## src/rtl/exec_pkg.sv

```systemverilog
// rtl/exec_pkg.sv - shared encodings for the execute unit
package exec_pkg;

    localparam logic [3:0] OP_ADD   = 4'd0;
    localparam logic [3:0] OP_SUB   = 4'd1;
    localparam logic [3:0] OP_AND   = 4'd2;
    localparam logic [3:0] OP_OR    = 4'd3;
    localparam logic [3:0] OP_XOR   = 4'd4;
    localparam logic [3:0] OP_SLL   = 4'd5;
    localparam logic [3:0] OP_SRL   = 4'd6;
    localparam logic [3:0] OP_SRA   = 4'd7;
    localparam logic [3:0] OP_MUL   = 4'd8;
    localparam logic [3:0] OP_MULHU = 4'd9;
    localparam logic [3:0] OP_DIV   = 4'd10;
    localparam logic [3:0] OP_DIVU  = 4'd11;
    localparam logic [3:0] OP_REM   = 4'd12;
    localparam logic [3:0] OP_REMU  = 4'd13;

    localparam logic [1:0] BR_BEQ = 2'b00;
    localparam logic [1:0] BR_BNE = 2'b01;
    localparam logic [1:0] BR_BLT = 2'b10;
    localparam logic [1:0] BR_BGE = 2'b11;

    localparam logic [1:0] ST_IDLE = 2'd0;
    localparam logic [1:0] ST_MUL  = 2'd1;
    localparam logic [1:0] ST_DIV  = 2'd2;
    localparam logic [1:0] ST_DONE = 2'd3;

    function automatic logic is_mul_op(input logic [3:0] op);
        return (op == OP_MUL) || (op == OP_MULHU);
    endfunction

    function automatic logic is_div_op(input logic [3:0] op);
        return (op >= OP_DIV) && (op <= OP_REMU);
    endfunction

endpackage

```

## src/rtl/md_iter.sv

```systemverilog
// rtl/md_iter.sv - iterative shift-add multiplier and restoring divider
module md_iter
    import exec_pkg::*;
#(
    parameter int XLEN = 32
) (
    input  logic            clk,
    input  logic            rst_n,
    input  logic            start,
    input  logic [3:0]      op,
    input  logic [XLEN-1:0] a,
    input  logic [XLEN-1:0] b,
    output logic            done,
    output logic [XLEN-1:0] result
);

    localparam int CW = $clog2(XLEN) + 1;
    localparam logic [CW-1:0] STEPS = CW'(XLEN);

    // acc_q holds {product_hi, product_lo} for multiply, {remainder, quotient} for divide
    logic [2*XLEN-1:0] acc_q;
    logic [XLEN-1:0]   opnd_q;
    logic [3:0]        op_q;
    logic              qneg_q;
    logic              rneg_q;
    logic              bzero_q;
    logic              active_q;
    logic [CW-1:0]     cnt_q;

    logic              signed_op;
    logic [XLEN-1:0]   a_mag;
    logic [XLEN-1:0]   b_mag;
    logic [XLEN:0]     mul_sum;
    logic [XLEN:0]     trial;
    logic              ge;
    logic [XLEN-1:0]   new_rem;
    logic [XLEN-1:0]   quo;
    logic [XLEN-1:0]   rem;

    // Operand conditioning at start and one multiply or divide step per cycle
    always_comb begin
        signed_op = (op == OP_DIV) || (op == OP_REM);
        a_mag     = (signed_op && a[XLEN-1]) ? -a : a;
        b_mag     = (signed_op && b[XLEN-1]) ? -b : b;
        mul_sum   = {1'b0, acc_q[2*XLEN-1:XLEN]} + (acc_q[0] ? {1'b0, opnd_q} : '0);
        trial     = acc_q[2*XLEN-1:XLEN-1];
        ge        = trial >= {1'b0, opnd_q};
        new_rem   = ge ? XLEN'(trial - {1'b0, opnd_q}) : trial[XLEN-1:0];
    end

    // Load on start, then iterate until XLEN steps have been taken
    always_ff @(posedge clk or negedge rst_n) begin
        if (!rst_n) begin
            acc_q    <= '0;
            opnd_q   <= '0;
            op_q     <= '0;
            qneg_q   <= 1'b0;
            rneg_q   <= 1'b0;
            bzero_q  <= 1'b0;
            active_q <= 1'b0;
            cnt_q    <= '0;
        end else if (start) begin
            op_q     <= op;
            acc_q    <= is_div_op(op) ? {{XLEN{1'b0}}, a_mag} : {{XLEN{1'b0}}, b};
            opnd_q   <= is_div_op(op) ? b_mag : a;
            qneg_q   <= signed_op && (a[XLEN-1] ^ b[XLEN-1]);
            rneg_q   <= signed_op && a[XLEN-1];
            bzero_q  <= (b == '0);
            active_q <= 1'b1;
            cnt_q    <= '0;
        end else if (active_q && (cnt_q != STEPS)) begin
            cnt_q <= cnt_q + 1'b1;
            if (is_div_op(op_q)) begin
                acc_q <= {new_rem, acc_q[XLEN-2:0], ge};
            end else begin
                acc_q <= {mul_sum, acc_q[XLEN-1:1]};
            end
        end
    end

    // Final selection and sign correction; a zero divisor already leaves rem = |a|
    always_comb begin
        quo    = acc_q[XLEN-1:0];
        rem    = acc_q[2*XLEN-1:XLEN];
        result = '0;
        case (op_q)
            OP_MUL:   result = quo;
            OP_MULHU: result = rem;
            OP_DIVU:  result = quo;
            OP_REMU:  result = rem;
            OP_DIV:   result = bzero_q ? '1 : (qneg_q ? -quo : quo);
            OP_REM:   result = rneg_q ? -rem : rem;
            default:  result = '0;
        endcase
    end

    assign done = active_q && (cnt_q == STEPS);

endmodule

```

## src/rtl/execute_mc.sv

```systemverilog
// rtl/execute_mc.sv - multi-cycle execute unit with ALU, branch compare and M-ops
module execute_mc
    import exec_pkg::*;
#(
    parameter int XLEN   = 32,
    parameter int HAS_MD = 1
) (
    input  logic            clk,
    input  logic            rst_n,
    input  logic            in_valid,
    output logic            in_ready,
    input  logic [3:0]      op,
    input  logic [XLEN-1:0] a,
    input  logic [XLEN-1:0] b,
    input  logic            branch,
    input  logic [1:0]      br_type,
    output logic            out_valid,
    input  logic            out_ready,
    output logic [XLEN-1:0] result,
    output logic            branch_taken,
    output logic            busy
);

    localparam int SW = $clog2(XLEN);
    localparam logic [SW-1:0] CNT_LAST = SW'(XLEN - 1);

    logic [1:0]      state_q, state_d;
    logic [SW-1:0]   cnt_q, cnt_d;
    logic            out_valid_q, out_valid_d;
    logic [XLEN-1:0] result_q, result_d;
    logic            taken_q, taken_d;
    logic            pend_taken_q, pend_taken_d;

    logic            accept;
    logic            use_md;
    logic            md_start;
    logic            md_done;
    logic [XLEN-1:0] md_result;
    logic [XLEN-1:0] alu_res;
    logic [SW-1:0]   shamt;
    logic            br_cond;
    logic            br_hit;

    assign in_ready = (state_q == ST_IDLE) && (!out_valid_q || out_ready);
    assign accept   = in_valid && in_ready;
    assign use_md   = (HAS_MD != 0) && (is_mul_op(op) || is_div_op(op));
    assign shamt    = b[SW-1:0];

    // Single-cycle ALU; without the M-unit, M-ops fall back to ADD
    always_comb begin
        alu_res = '0;
        case (op)
            OP_ADD: alu_res = a + b;
            OP_SUB: alu_res = a - b;
            OP_AND: alu_res = a & b;
            OP_OR:  alu_res = a | b;
            OP_XOR: alu_res = a ^ b;
            OP_SLL: alu_res = a << shamt;
            OP_SRL: alu_res = a >> shamt;
            OP_SRA: alu_res = XLEN'($signed(a) >>> shamt);
            OP_MUL, OP_MULHU, OP_DIV, OP_DIVU, OP_REM, OP_REMU: begin
                if (HAS_MD == 0) begin
                    alu_res = a + b;
                end
            end
            default: alu_res = '0;
        endcase
    end

    // Branch condition on the request operands, regardless of op
    always_comb begin
        br_cond = 1'b0;
        case (br_type)
            BR_BEQ: br_cond = (a == b);
            BR_BNE: br_cond = (a != b);
            BR_BLT: br_cond = ($signed(a) <  $signed(b));
            BR_BGE: br_cond = ($signed(a) >= $signed(b));
            default: br_cond = 1'b0;
        endcase
        br_hit = branch && br_cond;
    end

    generate
        if (HAS_MD != 0) begin : g_md
            md_iter #(.XLEN(XLEN)) u_md_iter (
                .clk    (clk),
                .rst_n  (rst_n),
                .start  (md_start),
                .op     (op),
                .a      (a),
                .b      (b),
                .done   (md_done),
                .result (md_result)
            );
        end else begin : g_no_md
            assign md_done   = 1'b0;
            assign md_result = '0;
        end
    endgenerate

    // Control FSM: a consumed output frees the slot in the same cycle a new one is loaded
    always_comb begin
        state_d      = state_q;
        cnt_d        = cnt_q;
        out_valid_d  = out_valid_q;
        result_d     = result_q;
        taken_d      = taken_q;
        pend_taken_d = pend_taken_q;
        md_start     = 1'b0;
        if (out_valid_q && out_ready) begin
            out_valid_d = 1'b0;
        end
        case (state_q)
            ST_IDLE: begin
                if (accept) begin
                    if (use_md) begin
                        md_start     = 1'b1;
                        cnt_d        = '0;
                        pend_taken_d = br_hit;
                        state_d      = is_mul_op(op) ? ST_MUL : ST_DIV;
                    end else begin
                        out_valid_d = 1'b1;
                        result_d    = alu_res;
                        taken_d     = br_hit;
                    end
                end
            end
            ST_MUL, ST_DIV: begin
                cnt_d = cnt_q + 1'b1;
                if (cnt_q == CNT_LAST) begin
                    state_d = ST_DONE;
                end
            end
            ST_DONE: begin
                if (md_done) begin
                    out_valid_d = 1'b1;
                    result_d    = md_result;
                    taken_d     = pend_taken_q;
                end
                state_d = ST_IDLE;
            end
            default: state_d = ST_IDLE;
        endcase
    end

    // State registers; reset aborts any operation in flight
    always_ff @(posedge clk or negedge rst_n) begin
        if (!rst_n) begin
            state_q      <= ST_IDLE;
            cnt_q        <= '0;
            out_valid_q  <= 1'b0;
            result_q     <= '0;
            taken_q      <= 1'b0;
            pend_taken_q <= 1'b0;
        end else begin
            state_q      <= state_d;
            cnt_q        <= cnt_d;
            out_valid_q  <= out_valid_d;
            result_q     <= result_d;
            taken_q      <= taken_d;
            pend_taken_q <= pend_taken_d;
        end
    end

    assign out_valid    = out_valid_q;
    assign result       = result_q;
    assign branch_taken = taken_q;
    assign busy         = (state_q == ST_MUL) || (state_q == ST_DIV);

endmodule
```

## config.mk

```make
export PLATFORM = sky130hd
export DESIGN_NAME = execute_mc
export DESIGN_NICKNAME = d
export VERILOG_FILES = /design/src/rtl/exec_pkg.sv /design/src/rtl/md_iter.sv /design/src/rtl/execute_mc.sv
export SDC_FILE = /design/constraint.sdc
export NUM_CORES = 1
export LEC_CHECK = 0
export BUFFER_PORTS_ARGS = -buffer_cell sky130_fd_sc_hd__buf_2
export CAP_MARGIN = 20
export CORE_MARGIN = 4
export CORE_UTILIZATION = 40
export CTS_CLUSTER_SIZE = 30
export DETAILED_ROUTE_END_ITERATION = 12
export SLEW_MARGIN = 20
export SYNTH_ARGS = -nofsm -noshare
export SYNTH_HDL_FRONTEND = slang
export SYNTH_SLANG_ARGS = --single-unit
```

## constraint.sdc

```tcl
create_clock -name clk -period 4.6 [get_ports clk]
set_clock_uncertainty 0.2 [all_clocks]
set_input_delay 0.92 -clock clk [delete_from_list [all_inputs] [get_ports clk]]
set_output_delay 0.92 -clock clk [all_outputs]
set_load 0.01 [all_outputs]
```

# ---- Word-level counts from Yosys, hierarchy flattened
# Index checks and enable logic that the tools add are counted.
# Widths: inputs -> output; s select.
dict set report op_classes {
  n_eq_ne 33
  mul 0
  n_addsub 10
  n_lt_le_gt_ge 7
  n_div 0
  shift 3
  n_mux 41
  bitwise 4
  reduce_logical 31
}
# op n
set ops {}
lappend ops {{$mux 32} 12}
lappend ops {{$pmux 32 s8} 1}
lappend ops {{$mux 64} 3}
lappend ops {{$neg 32->32} 4}
lappend ops {{$pmux 32 s4} 1}
lappend ops {{$pmux 32 s2} 1}
lappend ops {{$sub 32x32->32} 2}
lappend ops {{$eq 4x4->1 const B} 10}
lappend ops {{$add 32x32->33} 1}
lappend ops {{$ge 33x32->1} 1}
lappend ops {{$add 32x32->32} 1}
lappend ops {{$and 32x32->32} 1}
lappend ops {{$eq 32x32->1} 1}
lappend ops {{$ge 32x32->1} 1}
lappend ops {{$logic_not 32->1} 1}
lappend ops {{$lt 32x32->1} 1}
lappend ops {{$ne 32x32->1} 1}
lappend ops {{$or 32x32->32} 1}
lappend ops {{$shl 32x5->32} 1}
lappend ops {{$shr 32x5->32} 1}
lappend ops {{$sshr 32x5->32} 1}
lappend ops {{$xor 32x32->32} 1}
lappend ops {{$eq 4x3->1 const B} 4}
lappend ops {{$mux 6} 2}
lappend ops {{30 further kinds} 75}
dict set report word_totals {
  out_inout_bits 36
  register_bits 152
  in_bits 75
  n_memories 0
  word_cells 143
  latchBits 0
  ramBits 0
  mem_bits_ro 0
}

# ---- Depth between registers and ports, before layout
dict set report logic_depth {
  depth_word 7
  ltp_mapped 16
  depth_no_buf 14
}

# ---- Modules after synthesis
# From an unflattened synthesis, not the netlist that was laid out.
dict set report hier_totals {
  cells_unflattened 3341
  hier_area_um2 23591.4
}
# module instances seq_area_each_um2 area_each_um2 cells_each
set by_module_without_submodules {}
lappend by_module_without_submodules {md_iter 1 2752.6 12998.7 1816}
lappend by_module_without_submodules {execute_mc 1 1051.0 10592.7 1525}

# ---- Least setup slack after synthesis
# OpenSTA, ideal clock, no wires.
dict set report synth_path {
  path_kind {in2reg}
  start {input b[2]}
  end {register result_q[31], in the netlist result[31]}
  t_arrival_ns 4.369
  setup_ns 0.132
  path_stages 15
  path_slack_ns -0.102
  required_time_ns 4.268
  n_path_buf 3
  cell_sequence {clkbuf_1 > inv_2 > buf_1 > clkbuf_1 > ha_1 > inv_1 > a21oi_1 > o221a_2 > a21o_1 > a211oi_1 > o211ai_1 > o41ai_1 > mux2_2 > a211oi_1 > o22ai_1}
}
dict set report synth_via {
  elab_chain_cells 5
  word_cells_on_any_way 9
  cone_classes {2 x add/sub; 3 x shift; 4 x mux}
}
# item line_no
set synth_rtl {}
lappend synth_rtl {{start: declaration} execute_mc.sv:14} ;# input logic [XLEN-1:0] b,
lappend synth_rtl {{$sub 32x32->32, or another cell as far along} execute_mc.sv:54} ;# OP_SUB: alu_res = a - b;
lappend synth_rtl {{$pmux 32 s8 (*)} execute_mc.sv:52} ;# case (op)
lappend synth_rtl {{$mux 32 (*)} execute_mc.sv:116} ;# if (use_md) begin
lappend synth_rtl {{$mux 32 (*)} execute_mc.sv:115} ;# if (accept) begin
lappend synth_rtl {{$pmux 32 s2 (*)} execute_mc.sv:113} ;# case (state_q)
lappend synth_rtl {{end signal: assignment} execute_mc.sv:159} ;# result_q <= result_d;
lappend synth_rtl {{end: declaration} execute_mc.sv:30} ;# logic [XLEN-1:0] result_q, result_d;
# Mark *: on every way between the ends. The rest lies on a longest branch, timed or not. The select of a mux whose other input is x is not followed.
# A chain may end at the register's enable or synchronous reset.

# ---- Final worst setup path
dict set report layout_path {
  start {register g_md.u_md_iter.acc_q[0]}
  end {register g_md.u_md_iter.acc_q[60]}
}
dict set report layout_via {
  elab_chain_cells 5
}
# item line_no
set layout_rtl {}
lappend layout_rtl {{start: declaration} md_iter.sv:21} ;# logic [2*XLEN-1:0] acc_q;
lappend layout_rtl {{start signal: assignment} md_iter.sv:64} ;# acc_q <= is_div_op(op) ? {{XLEN{1'b0}}, a_mag} : {{XLEN{1'b0}}, b};
lappend layout_rtl {{start signal: assignment} md_iter.sv:74} ;# acc_q <= {new_rem, acc_q[XLEN-2:0], ge};
lappend layout_rtl {{start signal: assignment} md_iter.sv:76} ;# acc_q <= {mul_sum, acc_q[XLEN-1:1]};
lappend layout_rtl {{$mux 32} md_iter.sv:45} ;# mul_sum = {1'b0, acc_q[2*XLEN-1:XLEN]} + (acc_q[0] ? {1'b0, opnd_q} : '0);
lappend layout_rtl {{$add 32x32->33} md_iter.sv:45}
lappend layout_rtl {{$mux 64} md_iter.sv:73} ;# if (is_div_op(op_q)) begin
lappend layout_rtl {{$mux 64} md_iter.sv:71} ;# end else if (active_q && (cnt_q != STEPS)) begin
lappend layout_rtl {{$mux 64} md_iter.sv:62} ;# end else if (start) begin
# No other way between the ends. The select of a mux whose other input is x is not followed.

==> results.json <==
{
  "status": "complete, no violations",
  "tightest_slew_ns": 1.07,
  "hold_class": "in -> async",
  "rrSetupSlack_ns": 0.30,
  "crit-reg2reg-launch": "g_md.u_md_iter.acc_q[0]$_DFFE_PN0P_",
  "postLayoutCoreUtil": 0.461,
  "ys_warn_count": 0,
  "regArea_um2": 3800,
  "yosys.area.top_type": "dfrtp_1",
  "initial_utilization": 0.404,
  "syn_avg_cell_area_um2": 7.22,
  "synth_cell_type_count": 91,
  "layout_min_cycle_time_ns": 4.30,
  "via_per_inst": 6.64,
  "place_congestion": 1.01,
  "p_per_area_nw_per_um2": 633,
  "synthesis.area_um2": 22800,
  "finalCritPeriodShare": 0.935,
  "die_w_um": 247,
  "synthTopCellsByCount": "o21ai_0 (325), nor2_1 (322), nand2_1 (321)",
  "synth_top_area_share": 0.167,
  "worstSkewPairLatency_ns": 0.50,
  "remaining_drc_errors": 0,
  "io_pins": 111,
  "dpl.hpwl_um": 95500,
  "yosysMostFrequentCell": "o21ai_0",
  "cts.sink_count": 152,
  "critPathKind": "reg -> reg",
  "cts_buffers": 17,
  "p_leak_nw": 11.1,
  "ys_ff_latch": 152,
  "crit_fanout": 6,
  "worst_setup_path_start_kind": "register",
  "syn-num-nets": 3416,
  "root_buffer": "clkbuf_16",
  "final-hold-violation-count": 0,
  "ir_drop_v": 0.000463,
  "overflow": 0,
  "synth-edff-count": 0,
  "syn-instance-count": 3159,
  "cap_violations": 0,
  "first_iter_violations": 3420,
  "grt_pass1_wl_um": 173000,
  "synthToLayoutAreaGrowth_pct": 14.1,
  "antenna_found_initial": 5,
  "slew_headroom": 0.281,
  "post-cts-setup-buffers": 0,
  "vias": 27029,
  "wire_per_inst_um": 29.5,
  "htreeDepth": 4,
  "clkTransAtPathRegs_ns": 0.08,
  "synthTopCellsByArea": "dfrtp_1 (17%), ha_1 (9.8%), o21ai_0 (7.1%)",
  "die_area_um2": 60900,
  "cp-startpoint": "g_md.u_md_iter.acc_q[0]$_DFFE_PN0P_",
  "drt_pre_antenna_iters": 6,
  "fp.coreArea_um2": 56400,
  "r2r_cells": 16,
  "multi_input_area_um2": 17500,
  "rsz0062_at_grt": "false",
  "ys.flop_type": "dfrtp_1",
  "ys_seq_area_frac": 0.167,
  "max_clock_freq_mhz": 233,
  "cp.required_ns": 4.78,
  "r2r-end": "g_md.u_md_iter.acc_q[60]$_DFFE_PN0P_",
  "pre_cts_slack_ns": -0.00910,
  "wl_um": 120000,
  "slew_viol_final": 0,
  "grt_pass1_vias": 24930,
  "layout.nets": 3558,
  "die_y_um": 247,
  "grt_max_degree": 78,
  "async_flop_share": 1.00,
  "setup_ws_ns": 0.299,
  "cts_tree": "built",
  "grt.total_usage": 0.383,
  "drtAntennaViolNets": 0,
  "crit_path_end_kind": "register",
  "rows": 87,
  "setup_violations": 0,
  "port_buffers": 110,
  "n_fill_cell": 5925,
  "cp.arrival_ns": 4.48,
  "clockBufferDepth": 2,
  "layout-drive-gt1-share": 0.156
}
power by group:
group          internal [mW]  switching (mW)  total (mW)
Clock                  0.744           0.801        1.54
Combinational           4.68            7.39        12.1
Sequential              2.00           0.848        2.85
Total                   7.43            9.03        16.5
state kept, by name, summed over array words and instances, names as in the netlist, 2 cells and up:
signal                 count
cnt_q                      5
g_md.u_md_iter.acc_q      64
g_md.u_md_iter.cnt_q       6
g_md.u_md_iter.op_q        4
g_md.u_md_iter.opnd_q     32
result                    32
state_q                    2
cells in the final DEF (no fill, tap or decap), drive strengths merged, types with 35 or more instances in the layout:
cell type  netlist  final
o221ai          72     72
o31ai           45     45
nor2           322    322
a21oi          317    317
mux2i           57     57
dfrtp          152    152
inv            157    166
ha             178    178
mux4            51     51
a221oi          35     35
nor3            73     73
xnor2          120    120
a21o            58     58
buf             39    369
nand3           66     66
o21ai          327    327
a31oi           37     37
o211ai          39     39
nand2          321    321
cell families after synthesis:
| logic type | count (synthesis) | share of synthesized area |
|---|---|---|
| and+or+nand+nor | 976 | 0.194 |
| DFF | 152 | 0.167 |
| muxes | 126 | 0.0843 |
| xor gates and xnor gates | 154 | 0.0592 |
| buffers and inverters | 404 | 0.0695 |
| AOI/OAI and AO/OA | 1165 | 0.325 |
| adders and majority gates | 182 | 0.101 |
worst max-delay path, cell delays in order (launching register included):
cell and delay, ns:
dfrtp_1 0.38, inv_1 0.24, nor2_1 0.13, ha_1 0.31, a211oi_1 0.26, o31ai_1 0.16, buf_4 0.17, o311ai_1 0.48
a21oi_1 0.14, buf_4 0.18, a41oi_1 0.40, o31ai_1 0.14, buf_4 0.18, a41oi_1 0.27, xor2_1 0.20, nand2_1 0.07
a32o_1 0.29
through the flow:
step / std cells / cell area [µm²] / power (mW) / hold WS, ns / setup TNS (ns)
after detailed placement: 4038 / 25400 / 14.5 / 0.262 / -0.00910
after global routing: 4071 / 26000 / 17.7 / 0.227 / 0
after CTS: 4070 / 26000 / 16.1 / 0.204 / 0
after global placement: 4038 / 25400 / 14.3 / 0.260 / 0
final: 4072 / 26000 / 16.5 / 0.191 / 0
after floorplan: 3159 / 22800 / 10.8 / 0.242 / 0
routing by layer:
metal | vias up | global-route usage | routed length (µm)
met5 | - | 0 | 21
met4 | 4 | 0.175 | 6410
met3 | 265 | 0.0995 | 13400
met2 | 1695 | 0.540 | 48400
met1 | 13123 | 0.545 | 51800
li1 | 11942 | - | -
what timing repair did:
action	CTS	global route
hold buffers	0	0
resized for setup	0	2
endpoints found under the setup margin	0	2
cell type report:
| cell class | instances | area share |
|---|---|---|
| antenna | 2 | 0.000192 |
| clock buffer | 17 | 0.0164 |
| clock inverter | 15 | 0.00722 |
| inverter | 158 | 0.0228 |
| multi-input combinational | 2603 | 0.671 |
| sequential | 152 | 0.146 |
| tap | 756 | 0.0364 |
| timing repair buffer | 369 | 0.0996 |
worst max path at each step:
stage / end / slack (ns) / depth (start not counted)
after floorplan: result[31]$_DFFE_PN0P_ / 0.02 / 15
after global placement: result[30]$_DFFE_PN0P_ / 0.03 / 15
after detailed placement: result[31]$_DFFE_PN0P_ / -0.009 / 14
after CTS: g_md.u_md_iter.acc_q[60]$_DFFE_PN0P_ / 0.21 / 16
after global routing: result[30]$_DFFE_PN0P_ / 0.04 / 12
final: g_md.u_md_iter.acc_q[60]$_DFFE_PN0P_ / 0.30 / 16
No activity file was read; power rests on OpenSTA's default activity.
